$ cat src/rtl/pipelined_cla_addsub.sv
// rtl/pipelined_cla_addsub.sv - skewed-pipeline carry-lookahead adder/subtractor
// One CHUNK-bit slice resolved per stage; a single advance enable gives backpressure.
module pipelined_cla_addsub #(
    parameter int WIDTH = 32,
    parameter int CHUNK = 8
) (
    input  logic             clk,
    input  logic             clr,
    input  logic             in_valid,
    output logic             in_ready,
    input  logic [WIDTH-1:0] a,
    input  logic [WIDTH-1:0] b,
    input  logic             cin,
    input  logic             sub,
    output logic             out_valid,
    input  logic             out_ready,
    output logic [WIDTH-1:0] sum,
    output logic             cout,
    output logic             ovf,
    output logic             zero,
    output logic             neg
);

    localparam int STAGES = WIDTH / CHUNK;
    localparam int NG     = CHUNK / 4;
    localparam int LAST   = STAGES - 1;

    generate
        if ((WIDTH % CHUNK) != 0 || (CHUNK % 4) != 0) begin : g_param_check
            $error("pipelined_cla_addsub: WIDTH must be a multiple of CHUNK and CHUNK a multiple of 4");
        end
    endgenerate

    // Two-level lookahead: bit carries inside each 4-bit group, group carries across the chunk.
    function automatic logic [CHUNK:0] cla_chunk(input logic [CHUNK-1:0] x,
                                                 input logic [CHUNK-1:0] y,
                                                 input logic             c);
        logic [CHUNK-1:0] g, p, bc;
        logic [NG-1:0]    gg, pg;
        logic [NG:0]      gc;
        logic             term, prod;
        g = x & y;
        p = x ^ y;
        for (int j = 0; j < NG; j++) begin
            gg[j] = g[4*j+3] | (p[4*j+3] & g[4*j+2]) | (p[4*j+3] & p[4*j+2] & g[4*j+1])
                  | (p[4*j+3] & p[4*j+2] & p[4*j+1] & g[4*j]);
            pg[j] = p[4*j+3] & p[4*j+2] & p[4*j+1] & p[4*j];
        end
        gc[0] = c;
        for (int j = 1; j <= NG; j++) begin
            term = c;
            for (int i = 0; i < j; i++) term = term & pg[i];
            for (int i = 0; i < j; i++) begin
                prod = gg[i];
                for (int m = i + 1; m < j; m++) prod = prod & pg[m];
                term = term | prod;
            end
            gc[j] = term;
        end
        for (int j = 0; j < NG; j++) begin
            bc[4*j] = gc[j];
            for (int t = 1; t < 4; t++) begin
                term = gc[j];
                for (int i = 0; i < t; i++) term = term & p[4*j+i];
                for (int i = 0; i < t; i++) begin
                    prod = g[4*j+i];
                    for (int m = i + 1; m < t; m++) prod = prod & p[4*j+m];
                    term = term | prod;
                end
                bc[4*j+t] = term;
            end
        end
        return {gc[NG], p ^ bc};
    endfunction

    logic             stg_v [STAGES];
    logic [WIDTH-1:0] stg_a [STAGES];
    logic [WIDTH-1:0] stg_b [STAGES];
    logic [WIDTH-1:0] stg_s [STAGES];
    logic             stg_c [STAGES];
    logic             ovf_q, zero_q, neg_q;

    logic             src_v [STAGES];
    logic [WIDTH-1:0] src_a [STAGES];
    logic [WIDTH-1:0] src_b [STAGES];
    logic [WIDTH-1:0] src_s [STAGES];
    logic             src_c [STAGES];
    logic [WIDTH-1:0] nxt_s [STAGES];
    logic             nxt_c [STAGES];
    logic             nxt_ovf, nxt_zero, nxt_neg;
    logic             en;

    assign out_valid = stg_v[LAST];
    assign en        = !out_valid || out_ready;
    assign in_ready  = en;

    always_comb begin
        logic [CHUNK:0] res;
        res      = '0;
        src_v[0] = in_valid;
        src_a[0] = a;
        src_b[0] = sub ? ~b : b;
        src_s[0] = '0;
        src_c[0] = cin ^ sub;
        for (int k = 1; k < STAGES; k++) begin
            src_v[k] = stg_v[k-1];
            src_a[k] = stg_a[k-1];
            src_b[k] = stg_b[k-1];
            src_s[k] = stg_s[k-1];
            src_c[k] = stg_c[k-1];
        end
        for (int k = 0; k < STAGES; k++) begin
            res                         = cla_chunk(src_a[k][k*CHUNK +: CHUNK],
                                                    src_b[k][k*CHUNK +: CHUNK], src_c[k]);
            nxt_s[k]                    = src_s[k];
            nxt_s[k][k*CHUNK +: CHUNK]  = res[CHUNK-1:0];
            nxt_c[k]                    = res[CHUNK];
        end
        // Carry into the MSB recovered from its sum bit: a ^ b ^ s.
        nxt_ovf  = (src_a[LAST][WIDTH-1] ^ src_b[LAST][WIDTH-1] ^ nxt_s[LAST][WIDTH-1]) ^ nxt_c[LAST];
        nxt_zero = (nxt_s[LAST] == '0);
        nxt_neg  = nxt_s[LAST][WIDTH-1];
    end

    always_ff @(posedge clk or posedge clr) begin
        if (clr) begin
            for (int k = 0; k < STAGES; k++) begin
                stg_v[k] <= 1'b0;
                stg_a[k] <= '0;
                stg_b[k] <= '0;
                stg_s[k] <= '0;
                stg_c[k] <= 1'b0;
            end
            ovf_q  <= 1'b0;
            zero_q <= 1'b0;
            neg_q  <= 1'b0;
        end else if (en) begin
            for (int k = 0; k < STAGES; k++) begin
                stg_v[k] <= src_v[k];
                if (src_v[k]) begin
                    stg_a[k] <= src_a[k];
                    stg_b[k] <= src_b[k];
                    stg_s[k] <= nxt_s[k];
                    stg_c[k] <= nxt_c[k];
                end
            end
            if (src_v[LAST]) begin
                ovf_q  <= nxt_ovf;
                zero_q <= nxt_zero;
                neg_q  <= nxt_neg;
            end
        end
    end

    assign sum  = stg_s[LAST];
    assign cout = stg_c[LAST];
    assign ovf  = ovf_q;
    assign zero = zero_q;
    assign neg  = neg_q;

endmodule

$ cat config.mk
export PLATFORM = sky130hd
export DESIGN_NAME = pipelined_cla_addsub
export DESIGN_NICKNAME = d
export VERILOG_FILES = /design/src/rtl/pipelined_cla_addsub.sv
export SDC_FILE = /design/constraint.sdc
export NUM_CORES = 1
export LEC_CHECK = 0
export BUFFER_PORTS_ARGS = -buffer_cell sky130_fd_sc_hd__buf_2
export CAP_MARGIN = 10
export CORE_MARGIN = 2
export CORE_UTILIZATION = 40
export DETAILED_ROUTE_END_ITERATION = 6
export SYNTH_ARGS = -nofsm -noshare
export SYNTH_HDL_FRONTEND = slang
export SYNTH_SLANG_ARGS = --single-unit
$ cat constraint.sdc
create_clock -name clk -period 11.75 [get_ports clk]
set_clock_uncertainty 0.2 [all_clocks]
set_input_delay 1.175 -clock clk [delete_from_list [all_inputs] [get_ports clk]]
set_output_delay 1.175 -clock clk [all_outputs]
set_load 0.01 [all_outputs]
### Word level (Yosys, flattened, before mapping)

Index checks and enable logic that the tools add are counted.

| word-level totals | value |
|---|---|
| output and inout port bits | 38 |
| bits in registers | 283 |
| input port bits | 70 |
| word-level logic and storage cells | 238 |

| cells by class | value |
|---|---|
| bitwise gates (word level) | 209 |
| reductions and logical operators | 7 |
| muxes and demuxes | 1 |

Operator list:

| cell | number |
|---|---|
| 1-bit AND | 108 |
| 1-bit bitwise OR | 84 |
| 8-bit XOR | 8 |
| 8-bit AND | 4 |
| 32-bit zero test | 1 |
| 32-bit two-way mux | 1 |
| 32-bit inverter | 1 |
| 2-bit AND reduction | 4 |
| 1-bit XOR | 4 |
| 1-bit zero test | 1 |
| 1-bit logical OR | 1 |

### Logic depth before layout (Yosys ltp)

| logic depth | value |
|---|---|
| depth after elaboration | 15 |
| depth in mapped cells | 13 |
| mapped depth without buffers | 12 |

### Least setup slack after synthesis

Ideal clock, no wire load.

| timing | value |
|---|---|
| kind | input to register |
| from | input sub |
| to | register stg_s, in the netlist nxt_s[71] |
| setup slack | 8215 ps |
| setup time | 137 ps |
| stages | 13 |
| arrival time | 3198 ps |
| data required time | 11413 ps |
| buffers on the path | 2 |
| cell sequence | buf_2 -> buf_2 -> xor2_1 -> ha_1 -> a21o_1 -> a31oi_1 -> o21ai_1 -> ha_1 -> o21ai_0 -> nand2b_1 -> a21oi_1 -> xnor2_1 -> o21ai_0 |

| between the ends | value |
|---|---|
| longest elaborated chain between the ends | 14 |
| elaborated cells between the ends (all ways) | 25 |
| classes of those cells | mux: 1; bitwise: 24 |

RTL lines:

| what | line | source |
|---|---|---|
| start: declaration | 14 | `input logic sub,` |
| 32-bit two-way mux | 102 | `src_b[0] = sub ? ~b : b;` |
| 8-bit XOR or 8-bit AND (tied branches) | 43, 42 |  |
| 1-bit AND, on equally long branches | 45, 46, 47 |  |
| 1-bit AND, or another cell as far along | 46, 47 |  |
| 1-bit AND, or another cell as far along | 47 | `pg[j] = p[4*j+3] & p[4*j+2] & p[4*j+1] & p[4*j];` |
| 1-bit AND or 1-bit bitwise OR (tied branches) | 52, 46 |  |
| 1-bit bitwise OR | 56 | `term = term \| prod;` |
| 1-bit AND (3 in a row) | 64 | `for (int i = 0; i < t; i++) term = term & p[4*j+i];` |
| 1-bit bitwise OR (3 in a row) | 68 | `term = term \| prod;` |
| 8-bit XOR * | 73 | `return {gc[NG], p ^ bc};` |
| end signal: indexed assignment | 143 | `stg_s[k] <= nxt_s[k];` |
| end: declaration | 79 | `logic [WIDTH-1:0] stg_s [STAGES];` |

Every way passes the cells marked *; elsewhere a longest branch is shown, timed or not.
A chain may end at the register's enable or synchronous reset.

### Worst setup path in the final report

Ends and elaborated chain as after synthesis.

==> impl_results.rst <==
.. list-table::
   :header-rows: 1

   * - Metric
     - Value
   * - Run status
     - completed
   * - Setup crit start kind
     - input pin
   * - Final wirelength
     - 16.09 mm
   * - Critical path endpoint category
     - register
   * - Routed WL per cell
     - between 15 and 20 um
   * - Global placer's final weighted congestion
     - 0.8127
   * - Number of global-route vias before repair
     - 5,370
   * - Vias per std cell
     - between 4 and 5
   * - Placeable core region
     - 20,960 sq um
   * - Area occupied by multi-input gates
     - approximately 3600 sq um
   * - Clock group share of total power
     - 0.210
   * - Power Internal
     - 1766 uW
   * - Share of cells above drive strength 1
     - 0.3547
   * - Ys async rst share
     - 1.000
   * - Cts bufs inserted
     - 17
   * - Share of total power in combinational logic
     - 0.378
   * - Worst Hold Path Cells
     - 2
   * - Sw Ratio
     - 0.3457
   * - Leading cell types in the layout, fill and taps excluded
     - sky130_fd_sc_hd__dfrtp_1, sky130_fd_sc_hd__mux2_2, sky130_fd_sc_hd__buf_2
   * - Total global routing track utilization
     - 0.1541
   * - CP max FO
     - 33
   * - Total number of placement rows
     - between 50 and 60
   * - Max Clock Freq
     - around 270 MHz
   * - Clock tree root buffer cell
     - sky130_fd_sc_hd__clkbuf_16
   * - Clock tree from TritonCTS
     - done
   * - Warnings, synthesis
     - 0
   * - Post-Syn Nets
     - 786
   * - RSZ-0062 raised after global routing
     - no
   * - First-iteration detailed-routing DRC count
     - 167
   * - Number of standard cells after synthesis
     - 668
   * - Total negative slack for setup checks
     - 0 ns
   * - Clock latency on the worst-skew pair
     - 0.43 ns
   * - Number of nets in the final layout
     - 886
   * - Final design instance area without fill
     - 9861 sq um
   * - Initial antenna violation count
     - 0
   * - Port Buf Inserts
     - 107
   * - Worst path required time
     - 11.82 ns
   * - Pin count of the biggest net entering global routing
     - 104
   * - Post-placement cell count
     - roughly 1,000
   * - Synthesis-stage register bit count
     - roughly 190
   * - Count of different cell masters after synthesis
     - 35
   * - Final routed DRC violation total
     - 0
   * - Share of the cycle needed by the critical path after routing
     - 0.3146
   * - Worst-Margin Slew
     - between 1 and 1.5 ns
   * - Number of enable-type register cells in the synthesized netlist
     - 0
   * - Maximum resistive drop on vdd
     - 0.1171 mV
   * - Post-layout minimum cycle time
     - 3.697 ns
   * - Die boundary height
     - 149.8 um
   * - # resized after CTS
     - 0
   * - Sequential area share after synthesis
     - 0.5477
   * - Count of boundary I/O pins
     - between 100 and 150
   * - P&R area growth vs syn
     - 16.03%
   * - Number of antenna-violating nets in the routed design
     - 0
   * - Via count
     - slightly above 5,000
   * - First-pass GRT wire length
     - 26.94 mm
   * - Post-synth top flop
     - sky130_fd_sc_hd__dfrtp_1
   * - Most common cell after layout, fill and taps aside
     - sky130_fd_sc_hd__dfrtp_1
   * - Initial standard-cell utilization of the core
     - 0.4055
   * - Arrival @ worst endpoint
     - 3.77 ns
   * - Worst Reg2Reg Path Length in Cells
     - 11
   * - CTS hold repair buffers
     - 0
   * - Total power divided by cell area
     - ~270 nW/um^2
   * - Mean Syn Cell Area
     - 12.72 sq um
   * - Fillcell total
     - 1,967
   * - Max Cap Violations
     - 0
   * - Horizontal die dimension
     - 149.8 um
   * - Maximum clock insertion buffer count
     - 2
   * - Half-perimeter wire length after detailed placement
     - 11.77 mm
   * - Non-filler instance count after layout
     - 1,056
   * - Register clock-pin slew on the reported worst setup and hold paths
     - 0.06 ns
   * - Clock Sinks
     - 186
   * - Category of the most critical setup path
     - in -> reg
   * - Worst min-delay path class
     - reg -> reg
   * - Sequential Area
     - 4654 sq um
   * - Normalized max-slew margin
     - 0.2713
   * - Synth Cell Area
     - ~8500 sq um
   * - Final slew viol count
     - 0
   * - Post-Route Hold Slack
     - 0.2803 ns
   * - Sequential cell fraction of total power
     - 0.412
   * - H-tree depth
     - 4
   * - Die outline area
     - 22,430 sq um
   * - Number of failing hold endpoints at the final stage
     - 0
   * - Total global routing overflow
     - 0
   * - Setup fix buffers added after clock tree synthesis
     - 0
   * - Number of inserted diodes
     - 0
   * - Net Switching
     - 932.8 uW
   * - Static Leak
     - 0.004563 uW
   * - Length of the first detailed-routing pass in iterations
     - 5
   * - Final setup violation count
     - 0
   * - Placed cell areas
     - 9275 sq um
==> per-layer routing <==
metal  up-vias  GRT usage  wire [um]
met3        19    0.03811        598
li1       2534          -          -
met2        94     0.2326       7174
met4         0    0.05000        247
met5         -          0          0
met1      2443     0.2191       8065
==> final timing paths <==
| path | to | from | slack (ns) |
|---|---|---|---|
| worst max-delay path | nxt_s[71] | sub | 8.05 |
| worst min-delay path | sum[27] | sum[27] | 0.28 |
| worst max register to register | zero | src_a[26] | 8.53 |
| worst min register to register | sum[27] | sum[27] | 0.28 |
| max in group asynchronous | sum[3] | clr | 8.98 |
| min in group asynchronous | sum[9] | clr | 0.74 |
==> cells in the mapped netlist, types with 3 or more instances <==
cell | number | area [sq um]
sky130_fd_sc_hd__clkbuf_1 | 10 | 37.54
sky130_fd_sc_hd__dfrtp_1 | 186 | 4654
sky130_fd_sc_hd__ha_1 | 40 | 500.5
sky130_fd_sc_hd__nand4_1 | 5 | 31.28
sky130_fd_sc_hd__nand2b_1 | 9 | 56.30
sky130_fd_sc_hd__a21o_1 | 4 | 30.03
sky130_fd_sc_hd__fa_1 | 8 | 160.2
sky130_fd_sc_hd__buf_2 | 17 | 85.08
sky130_fd_sc_hd__a21oi_1 | 19 | 95.09
sky130_fd_sc_hd__xnor2_1 | 38 | 332.8
sky130_fd_sc_hd__o21a_1 | 5 | 37.54
sky130_fd_sc_hd__xor2_1 | 18 | 157.7
sky130_fd_sc_hd__nor2_1 | 6 | 22.52
sky130_fd_sc_hd__buf_4 | 3 | 22.52
sky130_fd_sc_hd__mux2_2 | 126 | 1419
sky130_fd_sc_hd__nor4_1 | 3 | 18.77
sky130_fd_sc_hd__nand2_1 | 61 | 229.0
sky130_fd_sc_hd__inv_1 | 16 | 60.06
sky130_fd_sc_hd__o21ai_0 | 69 | 345.3
==> power groups by stage <==
stage          combinational (uW)  sequential (uW)  clock [uW]
2_1_floorplan                 779             1090           0
3_3_place_gp                  997             1120           0
3_5_place_dp                 1030             1130           0
4_1_cts                      1040             1120         580
5_1_grt                      1150             1150         611
6_report                     1020             1110         567
==> flip-flops by register name (all words and copies together) (netlist names) <==
signal / count
sum: 32
nxt_s: 48
src_b: 48
out_valid: 1
src_c: 3
ovf: 1
zero: 1
src_v: 3
src_a: 48
cout: 1
==> logic make-up (layout without fill, tap and decap cells) <==
logic type	count (synthesis)	count (layout)	share of synthesized area
multiplexers	128	128	0.1693
buffers and inverters	46	159	0.02415
AND/OR/NAND/NOR	99	99	0.05668
flip-flops	186	186	0.5477
AO/OA/AOI/OAI	105	105	0.06670
XOR/XNOR	56	56	0.05771
adder cells (fa/ha/maj)	48	48	0.07774
==> metrics by stage <==
| step | util | power (uW) | setup slack (ns) |
|---|---|---|---|
| after floorplan | - | 1866 | 5.318 |
| after detailed placement | 0.4426 | 2162 | 7.574 |
| after CTS | 0.4706 | 2733 | 8.037 |
| after global routing | 0.4706 | 2919 | 7.796 |
| final | 0.4706 | 2698 | 8.053 |
| after global placement | 0.4426 | 2114 | 7.729 |
==> critical path: stages <==
cell and delay [ns]:
sky130_fd_sc_hd__buf_2 0.67, sky130_fd_sc_hd__xor2_1 0.16, sky130_fd_sc_hd__ha_1 0.36, sky130_fd_sc_hd__a21o_1 0.19
sky130_fd_sc_hd__a31oi_1 0.15, sky130_fd_sc_hd__o21ai_1 0.15, sky130_fd_sc_hd__ha_1 0.20, sky130_fd_sc_hd__o21ai_0 0.18
sky130_fd_sc_hd__nand2b_1 0.11, sky130_fd_sc_hd__a21oi_1 0.19, sky130_fd_sc_hd__xnor2_1 0.13, sky130_fd_sc_hd__o21ai_0 0.09
==> area by class of cell <==
| class | instances | share of cell area |
|---|---|---|
| timing repair buffer | 111 | 0.05735 |
| inverter | 16 | 0.006598 |
| tap | 275 | 0.03489 |
| multi-input combinational | 436 | 0.3698 |
| clock buffer | 20 | 0.04631 |
| clock inverter | 12 | 0.01307 |
| sequential | 186 | 0.4720 |
Power figures use the tool's default switching activity.
